$ cat src/rtl/send_control_multi.sv
//------------------------------------------------------------------------------
// send_control_multi
//   Frame-send sequencer for the 125 MHz Ethernet TX path. Issues one-cycle
//   start_sending pulses to the frame builder and tags every frame with the
//   segment index, the redundancy copy index, the round counter and a global
//   successful-frame ID. Supports programmable redundancy, a programmable
//   inter-frame gap and a busy-acknowledge timeout with retry. Configuration
//   is latched only when leaving IDLE.
//
// Ports
//   clk125MHz     in   system clock, rising edge
//   rstn          in   asynchronous active-low reset
//   enable        in   run request
//   max_segment   in   last segment index of a round (0 = single segment)
//   redundancy    in   copies per segment (0 -> 1, >MAX_REDUN -> MAX_REDUN)
//   gap_cycles    in   idle cycles between frames (0 behaves as 1)
//   busy          in   frame builder busy
//   start_sending out  one-cycle frame start pulse
//   segment_num   out  current segment index
//   txid_inter    out  copy index within the segment
//   aux           out  round counter (wraps)
//   txid          out  successful-frame counter (wraps)
//   round_done    out  one-cycle pulse when a round completes
//   timeout_err   out  one-cycle pulse on ack timeout
//------------------------------------------------------------------------------
module send_control_multi #(
   parameter int SEG_W       = 16,
   parameter int ID_W        = 8,
   parameter int MAX_REDUN   = 4,
   parameter int GAP_W       = 16,
   parameter int ACK_TIMEOUT = 64
) (
   input  logic             clk125MHz,
   input  logic             rstn,
   input  logic             enable,
   input  logic [SEG_W-1:0] max_segment,
   input  logic [ID_W-1:0]  redundancy,
   input  logic [GAP_W-1:0] gap_cycles,
   input  logic             busy,
   output logic             start_sending,
   output logic [SEG_W-1:0] segment_num,
   output logic [ID_W-1:0]  txid_inter,
   output logic [ID_W-1:0]  aux,
   output logic [ID_W-1:0]  txid,
   output logic             round_done,
   output logic             timeout_err
);

   localparam int ACK_W = $clog2(ACK_TIMEOUT + 1);
   localparam logic [ACK_W-1:0] ACK_LAST = ACK_W'(ACK_TIMEOUT - 1);
   // MAX_REDUN may be 2^ID_W, so the clamp works one bit wider than ID_W
   localparam logic [ID_W:0] MAX_R = (ID_W + 1)'(MAX_REDUN);

   typedef enum logic [2:0] {
      IDLE      = 3'd0,
      START     = 3'd1,
      WAIT_BUSY = 3'd2,
      WAIT_DONE = 3'd3,
      GAP       = 3'd4
   } state_t;

   state_t state, state_nxt;

   // latched configuration; copies are stored as copies-1 so they fit ID_W
   logic [SEG_W-1:0] max_seg_lat;
   logic [ID_W-1:0]  copies_m1_lat;
   logic [GAP_W-1:0] gap_lat;

   logic [ACK_W-1:0] ack_cnt;
   logic [GAP_W-1:0] gap_cnt;

   logic [ID_W:0]    red_ext;
   logic [ID_W:0]    copies_in;
   logic [ID_W-1:0]  copies_m1_in;

   logic             idle_exit;
   logic             ack_hit;
   logic             done_hit;
   logic             gap_done;
   logic             last_copy;
   logic             last_seg;

   //---------------------------------------------------------------------------
   // Redundancy clamp
   //---------------------------------------------------------------------------
   always_comb begin
      red_ext = {1'b0, redundancy};
      if (redundancy == '0)
         copies_in = (ID_W + 1)'(1);
      else if (red_ext > MAX_R)
         copies_in = MAX_R;
      else
         copies_in = red_ext;
      copies_m1_in = ID_W'(copies_in - (ID_W + 1)'(1));
   end

   //---------------------------------------------------------------------------
   // Qualified events
   //---------------------------------------------------------------------------
   assign idle_exit = (state == IDLE) && enable && !busy;
   // the timeout fires on the ACK_TIMEOUT-th consecutive idle-busy cycle
   assign ack_hit   = (state == WAIT_BUSY) && !busy && (ack_cnt == ACK_LAST);
   assign done_hit  = (state == WAIT_DONE) && !busy;
   assign gap_done  = (gap_cnt == '0);
   assign last_copy = (txid_inter == copies_m1_lat);
   assign last_seg  = (segment_num == max_seg_lat);

   //---------------------------------------------------------------------------
   // FSM: state register
   //---------------------------------------------------------------------------
   always_ff @(posedge clk125MHz or negedge rstn) begin
      if (!rstn)
         state <= IDLE;
      else
         state <= state_nxt;
   end

   //---------------------------------------------------------------------------
   // FSM: next state
   //---------------------------------------------------------------------------
   always_comb begin
      state_nxt = state;
      unique case (state)
         IDLE: begin
            if (idle_exit)
               state_nxt = START;
         end
         START: begin
            state_nxt = WAIT_BUSY;
         end
         WAIT_BUSY: begin
            if (busy)
               state_nxt = WAIT_DONE;
            else if (ack_hit)
               state_nxt = GAP;
         end
         WAIT_DONE: begin
            if (!busy)
               state_nxt = GAP;
         end
         GAP: begin
            if (gap_done)
               state_nxt = enable ? START : IDLE;
         end
         default: state_nxt = IDLE;
      endcase
   end

   //---------------------------------------------------------------------------
   // FSM: outputs
   //---------------------------------------------------------------------------
   always_comb begin
      start_sending = (state == START);
   end

   //---------------------------------------------------------------------------
   // Config latch
   //---------------------------------------------------------------------------
   always_ff @(posedge clk125MHz or negedge rstn) begin
      if (!rstn) begin
         max_seg_lat   <= '0;
         copies_m1_lat <= '0;
         gap_lat       <= '0;
      end else if (idle_exit) begin
         max_seg_lat   <= max_segment;
         copies_m1_lat <= copies_m1_in;
         gap_lat       <= gap_cycles;
      end
   end

   //---------------------------------------------------------------------------
   // Ack timer: cleared while START is presented, counts idle-busy cycles
   //---------------------------------------------------------------------------
   always_ff @(posedge clk125MHz or negedge rstn) begin
      if (!rstn)
         ack_cnt <= '0;
      else if (state == START)
         ack_cnt <= '0;
      else if ((state == WAIT_BUSY) && !busy && !ack_hit)
         ack_cnt <= ack_cnt + ACK_W'(1);
   end

   //---------------------------------------------------------------------------
   // Gap timer: loaded on GAP entry with the remaining cycles after the first,
   // so gap_cycles of 0 and 1 both give a single GAP cycle
   //---------------------------------------------------------------------------
   always_ff @(posedge clk125MHz or negedge rstn) begin
      if (!rstn)
         gap_cnt <= '0;
      else if (ack_hit || done_hit)
         gap_cnt <= (gap_lat == '0) ? '0 : gap_lat - GAP_W'(1);
      else if ((state == GAP) && !gap_done)
         gap_cnt <= gap_cnt - GAP_W'(1);
   end

   //---------------------------------------------------------------------------
   // Frame tag counters and status pulses. Counters only move on a completed
   // frame; a timed-out frame is retried with its tag unchanged.
   //---------------------------------------------------------------------------
   always_ff @(posedge clk125MHz or negedge rstn) begin
      if (!rstn) begin
         segment_num <= '0;
         txid_inter  <= '0;
         aux         <= '0;
         txid        <= '0;
         round_done  <= 1'b0;
         timeout_err <= 1'b0;
      end else begin
         round_done  <= 1'b0;
         timeout_err <= ack_hit;
         if (done_hit) begin
            txid <= txid + ID_W'(1);
            if (last_copy) begin
               txid_inter <= '0;
               if (last_seg) begin
                  segment_num <= '0;
                  aux         <= aux + ID_W'(1);
                  round_done  <= 1'b1;
               end else begin
                  segment_num <= segment_num + SEG_W'(1);
               end
            end else begin
               txid_inter <= txid_inter + ID_W'(1);
            end
         end
      end
   end

endmodule

$ cat config.mk
export PLATFORM = sky130hd
export DESIGN_NAME = send_control_multi
export DESIGN_NICKNAME = d
export VERILOG_FILES = /design/src/rtl/send_control_multi.sv
export SDC_FILE = /design/constraint.sdc
export NUM_CORES = 1
export LEC_CHECK = 0
export ABC_CLOCK_PERIOD_IN_PS = 2200
export BUFFER_PORTS_ARGS = -buffer_cell sky130_fd_sc_hd__buf_2
export CORE_MARGIN = 4
export CORE_UTILIZATION = 53
export CTS_BUF_LIST = sky130_fd_sc_hd__clkbuf_4 sky130_fd_sc_hd__clkbuf_8
export DETAILED_ROUTE_END_ITERATION = 10
export PLACE_DENSITY = 0.78
export SYNTH_ARGS = -nofsm -noshare
export SYNTH_HDL_FRONTEND = slang
export SYNTH_SLANG_ARGS = --single-unit
export TNS_END_PERCENT = 5
$ cat constraint.sdc
create_clock -name clk125MHz -period 2.2 [get_ports clk125MHz]
set_clock_uncertainty 0.15 [all_clocks]
set_input_delay 0.44 -clock clk125MHz [delete_from_list [all_inputs] [get_ports clk125MHz]]
set_output_delay 0.44 -clock clk125MHz [all_outputs]
set_load 0.005 [all_outputs]
Yosys cells after proc, flatten, opt, wreduce, memory -nomap -nowiden
Index checks and enable logic that the tools add are counted.

Output and inout port bits: 43. Memory bits (writable): 0. Bits in read-only memories: 0. Bits in registers: 108. Latch bits: 0. Word-level logic and storage cells: 71. Memories: 0. Bits of input ports: 44.

Equal/unequal tests: 11. Bitwise operators: 0. Div/mod/pow operators: 0. Muxes and demuxes: 19. Reductions and logical operators: 20. $mul: 0. Shift-type cells: 0. Add/subtract/negate cells: 8. Order comparisons: 1.

Operator list (count): $mux 16 (4); $logic_not 16->1 (2); $sub 16x1->16 const B (2); $add 8x1->8 const B (3); $mux 8 (3); $add 16x1->16 const B (1); $eq 16x16->1 (1); $mux 3 (5); $pmux 3 s5 (1); $mux 7 (2); $eq 8x8->1 (1); $gt 8x3->1 const B (1); $logic_not 8->1 (1); $sub 8x1->8 const B (1); $add 7x1->7 const B (1); $eq 7x6->1 const B (1); $logic_and 1x1->1 (7); $eq 3x2->1 const B (2); $ne 2x2->1 const B (3); $mux 1 (4); $reduce_and 4->1 (1); $reduce_bool 2->1 (2); $eq 3x1->1 const B (1); $eq 3x3->1 const B (1); 6 further kinds (8).

Logic depth before layout (Yosys ltp)
Gate-level depths: netlist of run 1.

Depth after elaboration: 7. Gate-level depth with buffers: 8. Mapped depth without buffers: 7.

Least setup slack after synthesis of run 1
Ideal clock, no wire load.

Kind: register -> register. Start: register gap_lat[6]. End: register gap_cnt[14]. Data required time: 1931 ps. Clock period less this slack: 2267 ps. Stages on the path, launching flop included: 8. Arrival: 1998 ps. Library setup time: 119 ps. Path slack: -67 ps. Buffers on the path: 2. Cells stage by stage: dfrtp_1 > or4_1 > buf_2 > or3_4 > o211ai_4 > buf_8 > o32ai_2 > o21a_1.

Word-level cells in the longest chain between the ends: 3. Elaborated cells on any way between the ends: 4. Those cells by class: add/sub (1); mux (2); reduce/logical (1).

Ends and longest elaborated chain: start: declaration (RTL line 67) `logic [GAP_W-1:0] gap_lat;`; start signal: assignment (RTL line 167) `gap_lat <= gap_cycles;`; $sub 16x1->16 or $logic_not 16->1 (tied branches) (RTL line 191) `gap_cnt <= (gap_lat == '0) ? '0 : gap_lat - GAP_W'(1);`; $mux 16 (*) (RTL line 191); $mux 16 (*) (RTL line 190) `else if (ack_hit || done_hit)`; end signal: assignment (RTL line 191); end signal: assignment (RTL line 193) `gap_cnt <= gap_cnt - GAP_W'(1);`; end: declaration (RTL line 70) `logic [GAP_W-1:0] gap_cnt;`.

Mark *: on every way between the ends. The rest lies on a longest branch, timed or not. A chain may end at the register's enable or synchronous reset.

Worst setup path after layout of run 1
Start: register txid_inter[1]. End: register segment_num[14].

Word-level cells in the longest chain between the ends: 2.

Ends and longest elaborated chain: start: declaration (RTL line 42) `output logic [ID_W-1:0] txid_inter,`; start signal: assignment (RTL line 223) `txid_inter <= txid_inter + ID_W'(1);`; $eq 8x8->1 (RTL line 105) `assign last_copy = (txid_inter == copies_m1_lat);`; $reduce_and 2->1 (no line); end signal: assignment (RTL line 220) `segment_num <= segment_num + SEG_W'(1);`; end: declaration (RTL line 41) `output logic [SEG_W-1:0] segment_num,`.

Every way passes these cells.

==> results of run 1 <==
## cells in the mapped netlist (2+ instances only)
cell / number / area share
nor4_2: 2 / 0.0045
mux2_2: 2 / 0.0041
and3_1: 3 / 0.0034
o31ai_1: 5 / 0.0068
nand2_1: 131 / 0.089
a21oi_1: 16 / 0.014
nand4_1: 14 / 0.016
nand2b_1: 3 / 0.0034
or4b_2: 2 / 0.0036
buf_2: 5 / 0.0045
or3_1: 9 / 0.010
nor3_1: 14 / 0.013
and2_1: 6 / 0.0068
o21ai_0: 18 / 0.016
nor3b_1: 3 / 0.0041
o21a_1: 7 / 0.0095
nand3_1: 23 / 0.021
and4_1: 8 / 0.013
o32ai_1: 4 / 0.0063
inv_1: 12 / 0.0081
mux2i_1: 2 / 0.0036
nor2_1: 39 / 0.026
ha_1: 9 / 0.020
nor2b_1: 2 / 0.0023
clkbuf_1: 12 / 0.0081
xor2_1: 51 / 0.081
nor4_1: 16 / 0.018
dfrtp_1: 108 / 0.49
xnor2_1: 23 / 0.036
o22ai_1: 9 / 0.010
or4_1: 9 / 0.012
## worst min-delay path by stage
stage	end	startpoint	slack, ns
after CTS	max_seg_lat[10]$_DFFE_PN0P_	max_segment[10]	0.07
after global placement	txid[7]$_DFFE_PN0P_	txid[7]$_DFFE_PN0P_	0.31
after detailed placement	aux[7]$_DFFE_PN0P_	aux[7]$_DFFE_PN0P_	0.31
after global routing	max_seg_lat[6]$_DFFE_PN0P_	max_segment[6]	0.06
after floorplan	ack_cnt[0]$_DFFE_PN0P_	rstn	-0.006
final	max_seg_lat[5]$_DFFE_PN0P_	max_segment[5]	0.08
## through the flow
| step | setup WS, ns | instance area, um2 |
|---|---|---|
| final | -0.0303 | 7120 |
| after global routing | -0.169 | 7120 |
| after CTS | 0.000642 | 6900 |
| after detailed placement | -0.0564 | 6630 |
| after global placement | -0.0195 | 6630 |
| after floorplan | -0.0282 | 5560 |
## power by group through the flow
| stage | logic (mW) | registers (mW) | clock network, mW |
|---|---|---|---|
| after floorplan | 1.58 | 2.92 | 0 |
| after global placement | 2.61 | 2.93 | 0 |
| final | 2.95 | 2.96 | 1.29 |
| after global routing | 3.23 | 3.03 | 1.40 |
| after CTS | 2.81 | 2.94 | 1.31 |
| after detailed placement | 2.71 | 2.96 | 0 |
## kinds of logic after synthesis
| group | after synthesis | share of synthesized area |
|---|---|---|
| xor gates and xnor gates | 74 | 0.117 |
| DFF | 108 | 0.487 |
| muxes | 4 | 0.00767 |
| AOI/OAI and AO/OA | 68 | 0.0815 |
| buffers and inverters | 32 | 0.0248 |
| and+or+nand+nor | 293 | 0.261 |
| adders and majority gates | 9 | 0.0203 |
## state kept, by name, summed over array words and instances, names as in the netlist, 3 cells and up
signal,cells
max_seg_lat,16
segment_num,16
ack_cnt,7
txid_inter,8
copies_m1_lat,8
state,3
gap_cnt,16
gap_lat,16
aux,8
txid,8
## routing by layer
layer | share of wire | vias up | GRT usage
li1 | - | 2348 | -
met3 | 0.057 | 22 | 0.0565
met1 | 0.43 | 2370 | 0.319
met5 | 0 | - | 0
met2 | 0.50 | 140 | 0.405
met4 | 0.015 | 0 | 0.0651
## critical path: cells and delay by family, from the launching register on
kind	cells	cell delay (ns)
buffers and inverters	1	0.20
xor gates and xnor gates	1	0.18
DFF	1	0.42
AOI/OAI and AO/OA	1	0.13
and+or+nand+nor	3	1.11
## layout make-up
cell class,instances,area (um2)
clock buffer,12,153
clock inverter,4,55.1
fill,757,3150
inverter,13,48.8
multi-input combinational,448,2910
sequential,108,2700
tap,136,170
timing repair buffer,162,1080
## timing repair
| item | in CTS | in global routing |
|---|---|---|
| pin swaps | 1 | 15 |
| endpoints found under the hold margin | 39 | 0 |
| hold buffers | 1 | 0 |
| resized for setup | 12 | 29 |
| endpoints found under the setup margin | 5 | 21 |
| setup buffers | 0 | 3 |
| gates cloned | 0 | 2 |
==> results.toml, run 1 <==
[detailed_routing]
drc_errors = 0
drtPass1Iterations = 4
routed_wl_um = 14600
wl_per_cell_um = 16.5
vias = 4880
viasPerCell = 5.53
drt_first_iter_violations = 262
ant_nets = 0

[worst_setup_path]
r2r.worst_path.cells = 6
arrival_ns = 2.42
crit_required_ns = 2.39
startpoint_type = "flip-flop"
endpoint_kind = "flip-flop"
reg2reg_to = "segment_num[14]$_DFFE_PN0P_"
max_stage_delay_ns = 0.48
crit_type = "flip-flop to flip-flop"
critPathLaunch = "txid_inter[1]$_DFFE_PN0P_"
slowest_stage = "or4_4"
endpoint = "segment_num[14]$_DFFE_PN0P_"
path_max_fanout = 6
reg2reg_from = "txid_inter[1]$_DFFE_PN0P_"
path_cells = "xor2_1, nor4_2, nand3_2, buf_12, or4_4, a21oi_2"
r2r_slack_ns = -0.03

[clock_tree]
insertion_delay_ns = 0.40
cts_tree = "done"
cts_buffers = 9
htree_levels = 3
clock_path_buffers = 2
cts_sinks = 108
root_buffer = "clkbuf_8"
clk_pin_slew_ns = 0.11

[power_and_ir_drop]
p_switching_mw = 2.73
leakage_nw = 3.55
peakVddDrop_v = 0.000570
p_sw_frac = 0.379
p_int_mw = 4.47
p_seq_frac = 0.412
p_clk_frac = 0.179
power_density_mw_per_mm2 = 1010
finalPower_mw = 7.20
combPwrFrac = 0.410

[synthesis]
syn_area_mm2 = 0.00554
synthCells = 588
synth_nets = 641
avgSynthCellArea_um2 = 9.43
synthFlopType = "dfrtp_1"
yosysUniqueCellTypes = 52
ys_ff_latch = 108
synthArstFlopShare = 1.00
synth_edf_count = 0
yosys_warnings = 0
ys_seq_area_frac = 0.487

[floorplan]
core_area_mm2 = 0.0103
design.die.area_mm2 = 0.0122
chipWidth_um = 110
chipHeight_um = 110
std_cell_rows = 37
start_util = 0.539
io_pins = 87

[cells_and_area]
final_common_cell = "nand2_1"
nets = 795
drive_gt1_frac = 0.304
syn2layout_area_growth_pct = 28.5
final_cell_mix = "nand2_1 (131), dfrtp_1 (107), buf_2 (85)"
antenna_cells = 0
instances_no_fill = 883
finalCoreUtilization = 0.693

[place]
hpwl_um = 10400
portBuffers = 86
gp_congestion = 0.894
dp.cells = 861

[timing]
worstMarginPinSlew_ns = 0.583
setup_violations = 3
hold_viol = 0
rsz0062_at_grt = "yes"
fmax_ghz = 0.448
slew_viol_final = 0
period_share = 1.01
whs_ns = 0.0830
slew_headroom = 0.611
finalCriticalPeriod_ns = 2.23
setup_slack_ns = -0.0303
setup_tns_ns = -0.0622

[hold_path]
min_path_cells = 3
min_path_type = "input pin to flip-flop"

[flow_run]
drv_cap = 0

[global_routing]
grt_pass1_vias = 4746
grt_usage = 0.243
overflow = 0
grt_pass1_wl_um = 22900
grt_max_degree = 45
antenna_found_initial = 0

[outcome]
violations = "negative setup slack"
status = "complete, but fails checks"
Power figures use the tool's default switching activity.
==> inputs of run 2 (changes only) <==
BUFFER_PORTS_ARGS = default   (was -buffer_cell sky130_fd_sc_hd__buf_2)
CORE_UTILIZATION = 60   (was 53)
DONT_BUFFER_PORTS = 1   (was default)
PLACE_DENSITY = 0.79   (was 0.78)
SKIP_CTS_REPAIR_TIMING = 1   (was default)
==> run 2 against run 1 <==
- the flow finishes with violations (negative hold slack, negative setup slack)
- critical path depth unchanged
- cell area is 8.0% lower
- power decreased by 5.3%
- register-to-register slack better by 0.03 ns
- core utilization is 4.7 points higher
- via count decreased by 4.9%
- hold slack got worse by 0.49 ns
- highest routed layer unchanged
==> results.toml, run 2 (synthesis gave the netlist of run 1 again) <==
[outcome]
status = "complete, but fails checks"
violations = "negative hold slack, negative setup slack"

[flow_run]
drv_cap = 0

[power_and_ir_drop]
finalPower_mw = 6.82
p_clk_frac = 0.175
power_density_mw_per_mm2 = 1040
p_seq_frac = 0.433
p_int_mw = 4.15
leakage_nw = 3.11
combPwrFrac = 0.392
peakVddDrop_v = 0.000593
p_switching_mw = 2.66
p_sw_frac = 0.391

[place]
hpwl_um = 9370
place_area_mm2 = 0.00611
portBuffers = 0
dp.cells = 744
gp_congestion = 0.888

[timing]
finalCriticalPeriod_ns = 2.20
hold_viol = 108
slew_headroom = 0.710
rsz0062_at_grt = "yes"
setup_violations = 1
slew_viol_final = 0
whs_ns = -0.410
period_share = 1.00
setup_slack_ns = -0.00273
worstMarginPinSlew_ns = 0.429
setup_tns_ns = -0.00273
fmax_ghz = 0.454

[global_routing]
grt_pass1_vias = 4589
overflow = 0
antenna_found_initial = 0
grt_pass1_wl_um = 21600
grt_usage = 0.244
grt_max_degree = 109

[worst_setup_path]
max_stage_delay_ns = 0.51
slowest_stage = "or4_1"
crit_required_ns = 2.37
crit_type = "flip-flop to flip-flop"
startpoint_type = "flip-flop"
path_cells = "xor2_1, nor4_2, nand3_2, buf_6, or4_1, a21oi_2"
path_max_fanout = 5
endpoint_kind = "flip-flop"
arrival_ns = 2.37

[detailed_routing]
viasPerCell = 6.05
drc_errors = 0
drt_first_iter_violations = 331
ant_nets = 0
drtPass1Iterations = 5
wl_per_cell_um = 17.6
vias = 4643
routed_wl_um = 13500

[cells_and_area]
design_area_mm2 = 0.00655
regArea_mm2 = 0.00270
antenna_cells = 0
instances_no_fill = 768
final_cell_mix = "nand2_1 (131), dfrtp_1 (108), buf_4 (66)"
multiInputGateArea_mm2 = 0.00286
final_common_cell = "nand2_1"
nets = 708
drive_gt1_frac = 0.194
syn2layout_area_growth_pct = 18.2
fillers = 619

[clock_tree]
cts_buffers = 9
insertion_delay_ns = 0.38
root_buffer = "clkbuf_8"
htree_levels = 3
cts_sinks = 108
clock_path_buffers = 2
clk_pin_slew_ns = 0.11
cts_tree = "done"

[floorplan]
start_util = 0.627
std_cell_rows = 34
design.die.area_mm2 = 0.0108
chipWidth_um = 104
chipHeight_um = 104
io_pins = 87
core_area_mm2 = 0.00885

[hold_path]
min_path_type = "input pin to asynchronous set/reset pin"
-- run 2: area by class of cell --
type                    instances  area share
multi-input cells             448       0.437
clock inverters                 7      0.0107
inverters                      13     0.00745
flip-flops and latches        108       0.413
clock buffers                   9      0.0189
repair buffers                 75      0.0928
well taps                     108      0.0206
-- run 2: per-layer routing --
layer | wire (um) | vias to the layer above | track usage
met5 | 0 | - | 0
met4 | 308 | 0 | 0.0931
met3 | 819 | 37 | 0.0627
met2 | 6640 | 156 | 0.400
met1 | 5740 | 2271 | 0.311
li1 | - | 2179 | -
-- run 2: worst paths after layout --
path / startpoint / end / slack (ns) / cells past startpoint
max reg2reg: copies_m1_lat[1]$_DFFE_PN0P_ / segment_num[6]$_DFFE_PN0P_ / -0.003 / 6
min reg2reg: max_seg_lat[2]$_DFFE_PN0P_ / max_seg_lat[2]$_DFFE_PN0P_ / 0.36 / 2
max in group asynchronous: rstn / gap_lat[10]$_DFFE_PN0P_ / 2.16 / 0
min in group clk125MHz: max_segment[3] / max_seg_lat[3]$_DFFE_PN0P_ / 0.01 / 2
min: rstn / ack_cnt[4]$_DFFE_PN0P_ / -0.41 / 0
max: copies_m1_lat[1]$_DFFE_PN0P_ / segment_num[6]$_DFFE_PN0P_ / -0.003 / 6
-- run 2: stage by stage --
| stage | setup WS, ns | hold WS [ns] | util |
|---|---|---|---|
| 2_1_floorplan | -0.0282 | -0.00559 | - |
| 3_3_place_gp | 0.0165 | -0.00117 | 0.691 |
| 3_5_place_dp | -0.0429 | -0.00110 | 0.691 |
| 4_1_cts | -0.0853 | -0.428 | 0.713 |
| 5_1_grt | -0.125 | -0.435 | 0.740 |
| 6_report | -0.00273 | -0.410 | 0.740 |
-- run 2: worst max-delay path, delay by kind of cell, from the launching register on --
family	cells	cell delay [ns]
simple gates	3	1.09
flops	1	0.41
xor+xnor	1	0.18
buf+inv	1	0.18
compound gates	1	0.13
-- run 2: power by group through the flow --
stage | Clock (mW) | Sequential [mW] | Combinational [mW]
final | 1.19 | 2.95 | 2.67
after global routing | 1.29 | 3.02 | 2.95
after CTS | 1.22 | 2.93 | 2.49
after detailed placement | 0 | 2.96 | 2.48
after global placement | 0 | 2.94 | 2.36
after floorplan | 0 | 2.92 | 1.58
